**src/rtl/q_chain_loader_if.sv**
```systemverilog
// Load handshake and serial chain-control signals between a Q_FRAG chain loader and its surroundings.
// Signal names follow the chain-loader pinout.
interface q_chain_loader_if #(
   parameter int WIDTH = 8
);
   logic [WIDTH-1:0] LD_DATA;
   logic             LD_VALID;
   logic             LD_READY;
   logic             CHAIN_QDI;
   logic             CHAIN_QEN;
   logic             CHAIN_CDS;
   logic             CHAIN_QRT;
   logic             CHAIN_AQZ;
   logic             BUSY;
   logic             DONE;
   logic             MISMATCH;

   modport slave (
      input  LD_DATA, LD_VALID, CHAIN_AQZ,
      output LD_READY, CHAIN_QDI, CHAIN_QEN, CHAIN_CDS, CHAIN_QRT, BUSY, DONE, MISMATCH
   );

   modport master (
      output LD_DATA, LD_VALID, CHAIN_AQZ,
      input  LD_READY, CHAIN_QDI, CHAIN_QEN, CHAIN_CDS, CHAIN_QRT, BUSY, DONE, MISMATCH
   );
endinterface

```
**src/rtl/q_chain_loader.sv**
```systemverilog
// Clears a Q_FRAG shift chain, shifts a word in MSB-first, then re-shifts it while reading the
// last cell's AQZ back and flagging any bit that does not match.
//
// state  | meaning
// RST    | held in reset; every output low
// IDLE   | ready for a word; chain retained (QEN=0)
// CLEAR  | QRT pulsed for CLR_CYCLES cycles
// SHIFT  | WIDTH cycles shifting the word in, MSB first
// VERIFY | WIDTH cycles re-shifting the word while comparing AQZ
// DONE   | one-cycle completion pulse, MISMATCH valid
module q_chain_loader #(
   parameter int WIDTH      = 8,
   parameter int CLR_CYCLES = 2
) (
   input  logic                QCK,
   input  logic                QRTN,
   q_chain_loader_if.slave     bus
);
   localparam int CNT_MAX = (WIDTH > CLR_CYCLES) ? WIDTH : CLR_CYCLES;
   localparam int CNT_W   = $clog2(CNT_MAX + 1);
   localparam logic [CNT_W-1:0] CLR_LAST = CNT_W'(CLR_CYCLES - 1);
   localparam logic [CNT_W-1:0] BIT_LAST = CNT_W'(WIDTH - 1);

   typedef enum logic [2:0] {
      ST_RST, ST_IDLE, ST_CLEAR, ST_SHIFT, ST_VERIFY, ST_DONE
   } state_t;

   state_t           state_q, state_d;
   logic [CNT_W-1:0] cnt_q, cnt_d;
   logic [WIDTH-1:0] sh_q, sh_d;
   logic             err_q, err_d;
   logic             ld_ready_q, ld_ready_d;
   logic             busy_q, busy_d;
   logic             done_q, done_d;
   logic             mismatch_q, mismatch_d;
   logic             qdi_q, qdi_d;
   logic             qen_q, qen_d;
   logic             cds_q, cds_d;
   logic             qrt_q, qrt_d;

   always_comb begin
      state_d    = state_q;
      cnt_d      = cnt_q;
      sh_d       = sh_q;
      err_d      = err_q;
      mismatch_d = mismatch_q;

      case (state_q)
         ST_RST: state_d = ST_IDLE;
         ST_IDLE: begin
            if (bus.LD_VALID && ld_ready_q) begin
               state_d    = ST_CLEAR;
               sh_d       = bus.LD_DATA;
               err_d      = 1'b0;
               mismatch_d = 1'b0;
            end
         end
         ST_CLEAR: begin
            cnt_d = cnt_q + CNT_W'(1);
            if (cnt_q == CLR_LAST) state_d = ST_SHIFT;
         end
         ST_SHIFT: begin
            cnt_d = cnt_q + CNT_W'(1);
            sh_d  = {sh_q[WIDTH-2:0], sh_q[WIDTH-1]};
            if (cnt_q == BIT_LAST) state_d = ST_VERIFY;
         end
         ST_VERIFY: begin
            cnt_d = cnt_q + CNT_W'(1);
            sh_d  = {sh_q[WIDTH-2:0], sh_q[WIDTH-1]};
            // The rotating word's MSB is the bit currently sitting in the last cell; X/Z counts as bad.
            if (bus.CHAIN_AQZ !== sh_q[WIDTH-1]) err_d = 1'b1;
            if (cnt_q == BIT_LAST) begin
               state_d    = ST_DONE;
               mismatch_d = err_d;
            end
         end
         ST_DONE: state_d = ST_IDLE;
         default: state_d = ST_RST;
      endcase

      if (state_d != state_q) cnt_d = '0;

      ld_ready_d = 1'b0;
      busy_d     = 1'b0;
      done_d     = 1'b0;
      qdi_d      = 1'b0;
      qen_d      = 1'b0;
      cds_d      = 1'b1;
      qrt_d      = 1'b0;
      case (state_d)
         ST_RST:   cds_d = 1'b0;
         ST_IDLE:  ld_ready_d = 1'b1;
         ST_CLEAR: begin
            busy_d = 1'b1;
            qrt_d  = 1'b1;
         end
         ST_SHIFT, ST_VERIFY: begin
            busy_d = 1'b1;
            qen_d  = 1'b1;
            qdi_d  = sh_d[WIDTH-1];
         end
         ST_DONE: begin
            busy_d = 1'b1;
            done_d = 1'b1;
         end
         default: cds_d = 1'b0;
      endcase
   end

   always_ff @(posedge QCK or negedge QRTN) begin
      if (!QRTN) begin
         state_q    <= ST_RST;
         cnt_q      <= '0;
         sh_q       <= '0;
         err_q      <= 1'b0;
         ld_ready_q <= 1'b0;
         busy_q     <= 1'b0;
         done_q     <= 1'b0;
         mismatch_q <= 1'b0;
         qdi_q      <= 1'b0;
         qen_q      <= 1'b0;
         cds_q      <= 1'b0;
         qrt_q      <= 1'b0;
      end else begin
         state_q    <= state_d;
         cnt_q      <= cnt_d;
         sh_q       <= sh_d;
         err_q      <= err_d;
         ld_ready_q <= ld_ready_d;
         busy_q     <= busy_d;
         done_q     <= done_d;
         mismatch_q <= mismatch_d;
         qdi_q      <= qdi_d;
         qen_q      <= qen_d;
         cds_q      <= cds_d;
         qrt_q      <= qrt_d;
      end
   end

   assign bus.LD_READY  = ld_ready_q;
   assign bus.BUSY      = busy_q;
   assign bus.DONE      = done_q;
   assign bus.MISMATCH  = mismatch_q;
   assign bus.CHAIN_QDI = qdi_q;
   assign bus.CHAIN_QEN = qen_q;
   assign bus.CHAIN_CDS = cds_q;
   assign bus.CHAIN_QRT = qrt_q;
endmodule
```
**src/flat_wrapper.sv**
```systemverilog
// flat-port wrapper written by rule: the top's interface ports become plain ports
module q_chain_loader_flat 
#(
   parameter int WIDTH      = 8,
   parameter int CLR_CYCLES = 2
)
  (QCK, QRTN, bus_LD_DATA, bus_LD_VALID, bus_CHAIN_AQZ, bus_LD_READY, bus_CHAIN_QDI, bus_CHAIN_QEN, bus_CHAIN_CDS, bus_CHAIN_QRT, bus_BUSY, bus_DONE, bus_MISMATCH);
  q_chain_loader_if #(.WIDTH(WIDTH)) bus_i ();
  input  logic QCK;
  input  logic QRTN;
  input wire logic [$bits(bus_i.LD_DATA)-1:0] bus_LD_DATA;
  input wire logic [$bits(bus_i.LD_VALID)-1:0] bus_LD_VALID;
  input wire logic [$bits(bus_i.CHAIN_AQZ)-1:0] bus_CHAIN_AQZ;
  output wire logic [$bits(bus_i.LD_READY)-1:0] bus_LD_READY;
  output wire logic [$bits(bus_i.CHAIN_QDI)-1:0] bus_CHAIN_QDI;
  output wire logic [$bits(bus_i.CHAIN_QEN)-1:0] bus_CHAIN_QEN;
  output wire logic [$bits(bus_i.CHAIN_CDS)-1:0] bus_CHAIN_CDS;
  output wire logic [$bits(bus_i.CHAIN_QRT)-1:0] bus_CHAIN_QRT;
  output wire logic [$bits(bus_i.BUSY)-1:0] bus_BUSY;
  output wire logic [$bits(bus_i.DONE)-1:0] bus_DONE;
  output wire logic [$bits(bus_i.MISMATCH)-1:0] bus_MISMATCH;
  assign bus_i.LD_DATA = bus_LD_DATA;
  assign bus_i.LD_VALID = bus_LD_VALID;
  assign bus_i.CHAIN_AQZ = bus_CHAIN_AQZ;
  assign bus_LD_READY = bus_i.LD_READY;
  assign bus_CHAIN_QDI = bus_i.CHAIN_QDI;
  assign bus_CHAIN_QEN = bus_i.CHAIN_QEN;
  assign bus_CHAIN_CDS = bus_i.CHAIN_CDS;
  assign bus_CHAIN_QRT = bus_i.CHAIN_QRT;
  assign bus_BUSY = bus_i.BUSY;
  assign bus_DONE = bus_i.DONE;
  assign bus_MISMATCH = bus_i.MISMATCH;
  q_chain_loader #(.WIDTH(WIDTH), .CLR_CYCLES(CLR_CYCLES)) u_core (.QCK(QCK), .QRTN(QRTN), .bus(bus_i));
endmodule
```
**config.mk**
```make
export PLATFORM = sky130hd
export DESIGN_NAME = q_chain_loader_flat
export DESIGN_NICKNAME = d
export VERILOG_FILES = /design/src/rtl/q_chain_loader_if.sv /design/src/rtl/q_chain_loader.sv /design/src/flat_wrapper.sv
export SDC_FILE = /design/constraint.sdc
export NUM_CORES = 1
export LEC_CHECK = 0
export CAP_MARGIN = 20
export CORE_MARGIN = 10
export CORE_UTILIZATION = 30
export CTS_BUF_LIST = sky130_fd_sc_hd__clkbuf_16
export CTS_CLUSTER_DIAMETER = 30
export DETAILED_ROUTE_END_ITERATION = 6
export GPL_ROUTABILITY_DRIVEN = 0
export PLACE_DENSITY = 0.52
export SLEW_MARGIN = 0
export SYNTH_ARGS = -nofsm -noshare
export SYNTH_HDL_FRONTEND = slang
export SYNTH_SLANG_ARGS = --single-unit
```
**constraint.sdc**
```tcl
create_clock -name QCK -period 1.35 [get_ports QCK]
set_input_delay 0.135 -clock QCK [delete_from_list [all_inputs] [get_ports QCK]]
set_output_delay 0.135 -clock QCK [all_outputs]
set_load 0.005 [all_outputs]
```
==> results.cfg, run 1 <==
[timing]
setup_viol = 14
max_slew_margin = 0.757
period_share = 1.09
hold_viol_final = 0
finalMaxSlewViolations = 0
fmax_mhz = 681
min_period_ns = 1.47
tightestPinTransition_ns = 0.364
timing.final.ws_setup_ns = -0.118
rsz0062_at_grt = true
clock_skew_ns = 0.00101

[global_route]
antenna_found_initial = 0
grt_max_degree = 25
overflow = 0
grt_pass1_wl_um = 5520
grt_use_total = 0.0926
grt_pass1_vias = 1106

[status]
status = finished with violations
violations = negative setup slack

[critical_path]
startpoint = u_core.state_q[1]
cp_data_required_time_ns = 1.52
r2r_cells = 3
reg2reg_slack_ns = -0.12
rr_startpoint = u_core.state_q[1]
crit_fanout = 6
regToRegEndpoint = u_core.cnt_q[3]
path_class = flop to flop
cp_data_arrival_time_ns = 1.64
crit_path_start_kind = flop
endpoint = u_core.cnt_q[3]
crit_path_end_kind = flop

[clock_tree]
postCtsHoldBufs = 0
cts_made_buffers = 3
cts_tree = yes
cts-root-buf = clkbuf_16
cts_sinks = 24
cts_max_level = 1
clk_pin_slew_ns = 0.06
cts_buffer_depth = 2
clk_latency_ns = 0.26

[finish]
multi_input_area_um2 = 658
fillers = 363
fin_nets = 174
post-route-util = 0.504
area_delta_synth_final_pct = 58.0
antenna_cells = 0
drive_gt1_frac = 0.358
regArea_um2 = 604
final_cell_count_no_fill = 207

[place]
dp.cells = 200
dpl.hpwl_um = 2330
io_buffers = 19

[synth]
netlist_area_um2 = 1190
netlist_instances = 111
synth.avg_cell_area_um2 = 10.8
yosys.area.top_type_share = 0.503
ys_types = 39
synth_top_area_cell = dfrtp_1
netlist_top_cells_area = dfrtp_1 50%, a221o_1 5.9%, o21a_1 4.4%
syn_nets = 125
yosysSeqAreaShare = 0.503
yosys_warnings = 0
ys_seq_elements = 24

[die]
dieArea_um2 = 6910
ioPinCount = 20
rows = 22
start_util = 0.319
fp.dieH_um = 83.1
coreArea_um2 = 3740
die_x_um = 83.1

[pwr]
peakVddDrop_mv = 1.11
p_per_area_nw_per_um2 = 2050
p_leak_nw = 0.812

[detailed_routing]
drt-initial-drc-count = 46
viasPerCell = 5.05
first_pass_iters = 4
routed_wl_um = 3260
antenna_left = 0
drc = 0
vias = 1046
wire_per_inst_um = 15.7

[run]
maxCapViolations = 0

[worst_hold_path]
hp-class = input port to async pin
how the worst min path moves through the flow:
stage	endpoint
6_report	u_core.cnt_q[2]
5_1_grt	u_core.cnt_q[2]
3_5_place_dp	u_core.sh_q[1]
4_1_cts	u_core.cnt_q[2]
3_3_place_gp	u_core.sh_q[4]
2_1_floorplan	u_core.bus.BUSY
synthesized netlist by cell type:
cell and count:
nor2b_1 2, nand4b_1 3, nand2b_1 3, a211oi_1 1
inv_1 1, nor2_1 3, or2_1 1, o32a_1 1
a21o_1 2, nor3b_1 1, a221oi_1 1, o21a_1 7
or3b_1 2, nor2_2 1, nor3b_2 1, o211ai_1 1
inv_2 1, a21oi_1 5, nand3_1 4, a211o_1 1
mux2i_1 1, o31a_1 1, and3b_1 2, dfrtp_1 24
a21boi_1 1, ha_1 2, a32oi_1 2, buf_2 5
nor3_1 3, nand3b_1 2, nand2_1 7, clkbuf_1 1
o221ai_1 1, xor2_1 1, o21ai_0 4, nand4bb_1 1
a22oi_1 1, o21ai_1 3, a221o_1 7
flip-flops by register name, summed over array words and instances, names as in the netlist:
register              flops
u_core.bus.CHAIN_CDS      1
u_core.bus.CHAIN_QDI      1
u_core.sh_q               8
u_core.bus.LD_READY       1
u_core.cnt_q              4
u_core.state_q            3
u_core.bus.BUSY           1
u_core.bus.DONE           1
u_core.bus.CHAIN_QRT      1
u_core.bus.MISMATCH       1
u_core.bus.CHAIN_QEN      1
u_core.err_q              1
worst max-delay path: stages (launching register included):
cell and delay, ns:
dfrtp_2 0.47, or3b_4 0.47, a211o_1 0.27, a32oi_1 0.18
kinds of logic after synthesis:
group                      count (synthesis)  synth area share
AOI/OAI and AO/OA                         39             0.243
xor gates and xnor gates                   1           0.00733
adders and majority gates                  2            0.0209
buffers and inverters                      8            0.0304
DFF                                       24             0.503
muxes                                      1           0.00838
and+or+nand+nor                           36             0.187
metal layers:
| layer | vias to the layer above | wire, um | share of wire | track usage |
|---|---|---|---|---|
| met5 | - | 0 | 0 | 0 |
| met4 | 0 | 0 | 0 | 0.00923 |
| met3 | 0 | 115 | 0.035 | 0.0313 |
| met2 | 16 | 1620 | 0.50 | 0.154 |
| met1 | 508 | 1520 | 0.47 | 0.116 |
| li1 | 522 | - | - | - |
through the flow:
step           setup TNS, ns  total power [mW]  instance area, um2  hold WS [ns]  worst slack (ns)
2_1_floorplan         -0.237              1.98                1210        -0.161           -0.0517
3_3_place_gp           -2.75              2.73                1640         0.498            -0.226
3_5_place_dp           -3.19              2.77                1640         0.502            -0.296
4_1_cts                -1.07              3.81                1860         0.251            -0.154
5_1_grt                -1.98              4.12                1890         0.275            -0.165
6_report               -1.00              3.87                1890         0.242            -0.118
area by class of cell:
type | instances | share of cell area
Clock buffer | 3 | 0.0398
Clock inverter | 1 | 0.0159
Inverter | 2 | 0.00398
Multi-Input combinational cell | 79 | 0.349
Sequential cell | 24 | 0.320
Tap cell | 48 | 0.0318
Timing Repair Buffer | 50 | 0.240
cell usage in the layout, fill, tap and decap left out, drive strengths merged, types with 2 or more instances in the layout:
master         instances
a21o                   2
a21oi                  5
a221o                  7
a32oi                  2
and3b                  2
buf                   31
clkbuf                 3
clkdlybuf4s50         18
dfrtp                 24
ha                     2
inv                    2
nand2                  7
nand2b                 3
nand3                  4
nand3b                 2
nand4b                 3
nor2                   4
nor2b                  2
nor3                   3
nor3b                  2
o21a                   7
o21ai                  7
or3b                   2
power breakdown:
part,leakage (nW),total (mW),switching (mW),internal (mW)
Sequential,0.299,1.18,0.201,0.975
Combinational,0.462,1.86,0.851,1.01
Clock,0.0511,0.834,0.245,0.589
repair_timing:
action                                  4_1_cts  5_1_grt
setup buffers                                 5        0
pin swaps                                     9        6
resized for setup                            23        9
cloned                                        0        0
endpoints found under the setup margin       20       19
(Power assumes the default switching activity.)
==> inputs of run 2 (changes only) <==
--- a/config.mk
+++ b/config.mk
@@ -6,13 +6,15 @@
 export NUM_CORES = 1
 export LEC_CHECK = 0
 export CAP_MARGIN = 20
+export CELL_PAD_IN_SITES_DETAIL_PLACEMENT = 1
+export CELL_PAD_IN_SITES_GLOBAL_PLACEMENT = 2
 export CORE_MARGIN = 10
 export CORE_UTILIZATION = 30
 export CTS_BUF_LIST = sky130_fd_sc_hd__clkbuf_16
 export CTS_CLUSTER_DIAMETER = 30
 export DETAILED_ROUTE_END_ITERATION = 6
 export GPL_ROUTABILITY_DRIVEN = 0
-export PLACE_DENSITY = 0.52
+export PLACE_DENSITY = 0.74
 export SLEW_MARGIN = 0
 export SYNTH_ARGS = -nofsm -noshare
 export SYNTH_HDL_FRONTEND = slang
==> run 2 against run 1 <==
The run still ends with negative setup slack left. Count of clock-buffer cells in the layout unchanged. Worst setup slack better by 0.011 ns. Clock skew grew 0.0025 ns. Register-to-register slack is essentially flat. Highest routed layer is now met4.
==> results.cfg, run 2 (synthesized netlist as in run 1, its figures left out) <==
[pwr]
peakVddDrop_mv = 1.14
p_leak_nw = 0.867
p_per_area_nw_per_um2 = 2000

[die]
start_util = 0.319
rows = 22
ioPinCount = 20
dieArea_um2 = 6910
fp.dieH_um = 83.1
coreArea_um2 = 3740
die_x_um = 83.1

[detailed_routing]
drc = 0
antenna_left = 0
viasPerCell = 5.40
vias = 1172
routed_wl_um = 3940
first_pass_iters = 4
wire_per_inst_um = 18.2
drt-initial-drc-count = 39

[finish]
stdcell_area_um2 = 2010
fin_nets = 184
largestRegisters = u_core.sh_q: 8 flops, u_core.cnt_q: 4 flops, u_core.state_q: 3 flops
area_delta_synth_final_pct = 68.6
max_flop_register = u_core.sh_q
layout_common_cells = 28 x buf_4, 21 x dfrtp_1, 19 x clkdlybuf4s50_1, 10 x buf_6
antenna_cells = 0
final_cell_count_no_fill = 217
layout_commonest_cell = buf_4
largest_reg_flops = 8
regArea_um2 = 604
drive_gt1_frac = 0.420
fillers = 396
multi_input_area_um2 = 691

[clock_tree]
cts_buffer_depth = 2
cts_sinks = 24
cts_tree = yes
cts_max_level = 1
cts_made_buffers = 3
clk_latency_ns = 0.26
cts-root-buf = clkbuf_16
clk_pin_slew_ns = 0.06

[timing]
fmax_mhz = 687
hold_viol_final = 0
rsz0062_at_grt = true
timing.final.ws_setup_ns = -0.107
finalMaxSlewViolations = 0
min_period_ns = 1.46
tightestPinTransition_ns = 0.323
clock_skew_ns = 0.00354
max_slew_margin = 0.785
setup_viol = 15
period_share = 1.08

[status]
status = finished with violations
violations = negative setup slack

[place]
dp.cells = 205
place_ws_ns = -0.286
placed_area_um2 = 1690
dpl.hpwl_um = 2680
io_buffers = 19

[global_route]
grt_pass1_wl_um = 6250
grt_use_total = 0.108
grt_max_degree = 25
grt_pass1_vias = 1245
antenna_found_initial = 0
overflow = 0

[critical_path]
crit_path_start_kind = flop
cp_data_required_time_ns = 1.52
cp_data_arrival_time_ns = 1.63
crit_path_end_kind = flop
path_class = flop to flop
crit_fanout = 7

[run]
maxCapViolations = 0

[worst_hold_path]
hp-class = input port to async pin
[run 2: per-stage QoR]
step / hold slack (ns) / util / power, mW / TNS (ns)
after floorplan: -0.161 / - / 1.98 / -0.237
after global placement: 0.497 / 0.450 / 2.78 / -2.21
after detailed placement: 0.494 / 0.450 / 2.84 / -3.07
after CTS: 0.253 / 0.504 / 3.80 / -1.03
after global routing: 0.262 / 0.538 / 4.31 / -2.07
final: 0.236 / 0.538 / 4.02 / -1.15
[run 2: critical path, cell delays in order (launching register included)]
cell and delay, ns:
dfrtp_2 0.47, buf_4 0.17, a21o_1 0.20, o32a_1 0.29, a221oi_2 0.23
[run 2: layer usage]
metal	vias up	wire length [um]	global-route usage	part of all wire
li1	546	-	-	-
met1	582	1590	0.120	0.40
met2	31	2070	0.188	0.52
met3	13	174	0.0332	0.044
met4	0	106	0.0369	0.027
met5	-	0	0	0
[run 2: final timing paths]
path / start / endpoint / slack (ns) / cells past startpoint
worst max-delay path: u_core.state_q[1] / u_core.cnt_q[1] / -0.11 / 4
worst min-delay path: QRTN / u_core.bus.CHAIN_CDS / 0.24 / 2
worst max register to register: u_core.state_q[1] / u_core.cnt_q[1] / -0.11 / 4
worst min register to register: u_core.sh_q[3] / u_core.sh_q[3] / 0.51 / 1
max in group asynchronous: QRTN / u_core.state_q[2] / 0.84 / 2
min in group QCK: bus_LD_DATA[1] / u_core.sh_q[1] / 0.50 / 2
[run 2: report_power, final]
group | total [mW] | leakage (nW) | switching, mW | internal (mW)
sequential | 1.20 | 0.299 | 0.224 | 0.975
clock | 0.648 | 0.0385 | 0.252 | 0.396
combinational | 2.18 | 0.530 | 0.948 | 1.23
total | 4.02 | 0.867 | 1.42 | 2.60
[run 2: area by class of cell]
class                           count  area share
Multi-Input combinational cell     79       0.343
Sequential cell                    24       0.300
Timing Repair Buffer               60       0.284
Clock buffer                        3      0.0373
Tap cell                           48      0.0298
Inverter                            2     0.00373
Clock inverter                      1     0.00186
[run 2: what timing repair did]
| item | CTS | global route |
|---|---|---|
| hold buffers | 0 | 0 |
| endpoints found under the setup margin | 22 | 22 |
| pin swaps | 7 | 15 |
| resized for setup | 25 | 19 |
| buffers inserted | 4 | 4 |
| cloned | 0 | 0 |
==> inputs of run 3 (changes only) <==
--- a/config.mk
+++ b/config.mk
@@ -8,13 +8,12 @@
 export CAP_MARGIN = 20
 export CELL_PAD_IN_SITES_DETAIL_PLACEMENT = 1
 export CELL_PAD_IN_SITES_GLOBAL_PLACEMENT = 2
-export CORE_MARGIN = 10
 export CORE_UTILIZATION = 30
 export CTS_BUF_LIST = sky130_fd_sc_hd__clkbuf_16
 export CTS_CLUSTER_DIAMETER = 30
 export DETAILED_ROUTE_END_ITERATION = 6
 export GPL_ROUTABILITY_DRIVEN = 0
-export PLACE_DENSITY = 0.74
+export PLACE_DENSITY = 0.71
 export SLEW_MARGIN = 0
 export SYNTH_ARGS = -nofsm -noshare
 export SYNTH_HDL_FRONTEND = slang
==> constraint.sdc (replaced) <==
create_clock -name QCK -period 1.5 [get_ports QCK]
set_input_delay 0.15 -clock QCK [delete_from_list [all_inputs] [get_ports QCK]]
set_output_delay 0.15 -clock QCK [all_outputs]
set_load 0.005 [all_outputs]
==> run 3 against run 2 <==
Largest cell class unchanged. First-iteration DRC count rose by 51%. Fmax fell by 3.0%. Clock skew rose by 0.0021 ns. The flow still finishes with violations (negative setup slack). Critical path type unchanged. Highest routed layer unchanged.
==> results.cfg, run 3 (synthesized netlist as in run 1, its figures left out) <==
[status]
status = finished with violations
violations = negative setup slack

[timing]
fmax_mhz = 666
min_period_ns = 1.50
max_slew_margin = 0.765
hold_viol_final = 0
period_share = 1.00
clock_skew_ns = 0.00559
tightestPinTransition_ns = 0.352
setup_viol = 1
rsz0062_at_grt = true
finalMaxSlewViolations = 0
timing.final.ws_setup_ns = -0.00232

[place]
placed_area_um2 = 1560
io_buffers = 19
place_ws_ns = -0.135
dpl.hpwl_um = 2280

[finish]
area_delta_synth_final_pct = 49.6
post-route-util = 0.478
max_flop_register = u_core.sh_q
largest_reg_flops = 8
largestRegisters = u_core.sh_q: 8 flops, u_core.cnt_q: 4 flops, u_core.state_q: 3 flops
drive_gt1_frac = 0.301
antenna_cells = 0
fin_nets = 168
stdcell_area_um2 = 1790
layout_common_cells = 21 x buf_4, 21 x dfrtp_1, 19 x clkdlybuf4s50_1

[die]
die_x_um = 65.1
ioPinCount = 20
start_util = 0.319
fp.dieH_um = 65.1
dieArea_um2 = 4240
rows = 22
coreArea_um2 = 3740

[global_route]
grt_max_degree = 25
overflow = 0
antenna_found_initial = 0
grt_pass1_wl_um = 5280
grt_use_total = 0.167
grt_pass1_vias = 1062

[pwr]
p_leak_nw = 0.772
peakVddDrop_mv = 1.28
p_per_area_nw_per_um2 = 1880

[critical_path]
crit_fanout = 4
slowest_stage = dfrtp_1
cp_data_arrival_time_ns = 1.67
reg2reg_slack_ns = -0.002
rr_startpoint = u_core.cnt_q[0]
path_cells = ha_4, nor3b_4, o32a_1, a221oi_2
slowest_delay_ns = 0.43
r2r_cells = 4
cp_data_required_time_ns = 1.67
regToRegEndpoint = u_core.cnt_q[1]
crit_path_start_kind = flop
path_class = flop to flop
crit_path_end_kind = flop

[detailed_routing]
drc = 0
vias = 1080
viasPerCell = 5.37
first_pass_iters = 4
wire_per_inst_um = 17.3
antenna_left = 0
routed_wl_um = 3480
drt-initial-drc-count = 59

[clock_tree]
cts-root-buf = clkbuf_16
cts_sinks = 24
postCtsHoldBufs = 0
cts_max_level = 1
cts_made_buffers = 3
clk_latency_ns = 0.26
clk_pin_slew_ns = 0.06
cts_buffer_depth = 2
cts_tree = yes

[run]
maxCapViolations = 0

[worst_hold_path]
hp-class = input port to async pin
[run 3: cell count changes in the layout (fill, tap and decap cells not counted), sizes merged]
| cell | change |
|---|---|
| buf | -16 |
| clkinv | -1 |
| bufinv | +1 |
[run 3: how the worst max path moves through the flow]
stage / start / end / slack, ns / cells after the start
6_report: u_core.cnt_q[0] / u_core.cnt_q[1] / -0.002 / 4
5_1_grt: u_core.cnt_q[0] / u_core.cnt_q[1] / -0.06 / 4
4_1_cts: u_core.cnt_q[0] / u_core.cnt_q[1] / 0.006 / 4
3_5_place_dp: bus_LD_VALID / u_core.sh_q[6] / -0.14 / 4
3_3_place_gp: bus_LD_VALID / u_core.sh_q[6] / -0.07 / 4
2_1_floorplan: u_core.cnt_q[0] / u_core.cnt_q[1] / 0.07 / 4
[run 3: repair_timing]
| action | CTS | global route |
|---|---|---|
| buffers inserted | 3 | 5 |
| pin swaps | 1 | 6 |
| setup endpoints to repair | 12 | 14 |
| resized for setup | 5 | 15 |
[run 3: per-stage QoR]
stage | hold slack (ns) | total power, mW | std cells | TNS [ns]
after CTS | 0.268 | 3.23 | 196 | 0
after floorplan | -0.146 | 1.76 | 111 | 0
final | 0.252 | 3.37 | 201 | -0.00232
after detailed placement | 0.499 | 2.33 | 189 | -0.951
after global routing | 0.296 | 3.58 | 201 | -0.138
after global placement | 0.496 | 2.30 | 189 | -0.590
[run 3: routing by layer]
metal | wire length [um] | up-vias | GRT usage
li1 | - | 509 | -
met1 | 1600 | 546 | 0.221
met2 | 1710 | 21 | 0.273
met3 | 134 | 4 | 0.0434
met4 | 34 | 0 | 0.0353
met5 | 0 | - | 0
[run 3: cell type report]
class	count	area (um2)
inverter	2	7.51
clock buffer	3	75.1
timing repair buffer	44	395
clock inverter	1	30.0
fill	421	1960
tap	48	60.1
sequential	24	604
multi-input combinational	79	616
[run 3: worst max-delay path: cells and delay by family (launching register included)]
family,cells,cell delay (ns)
AND/OR/NAND/NOR,1,0.14
adder cells (fa/ha/maj),1,0.17
flip-flops,1,0.43
AO/OA/AOI/OAI,2,0.67
[run 3: where the power goes]
group	internal, mW	switching, mW
combinational	0.821	0.683
sequential	0.877	0.229
clock	0.530	0.230
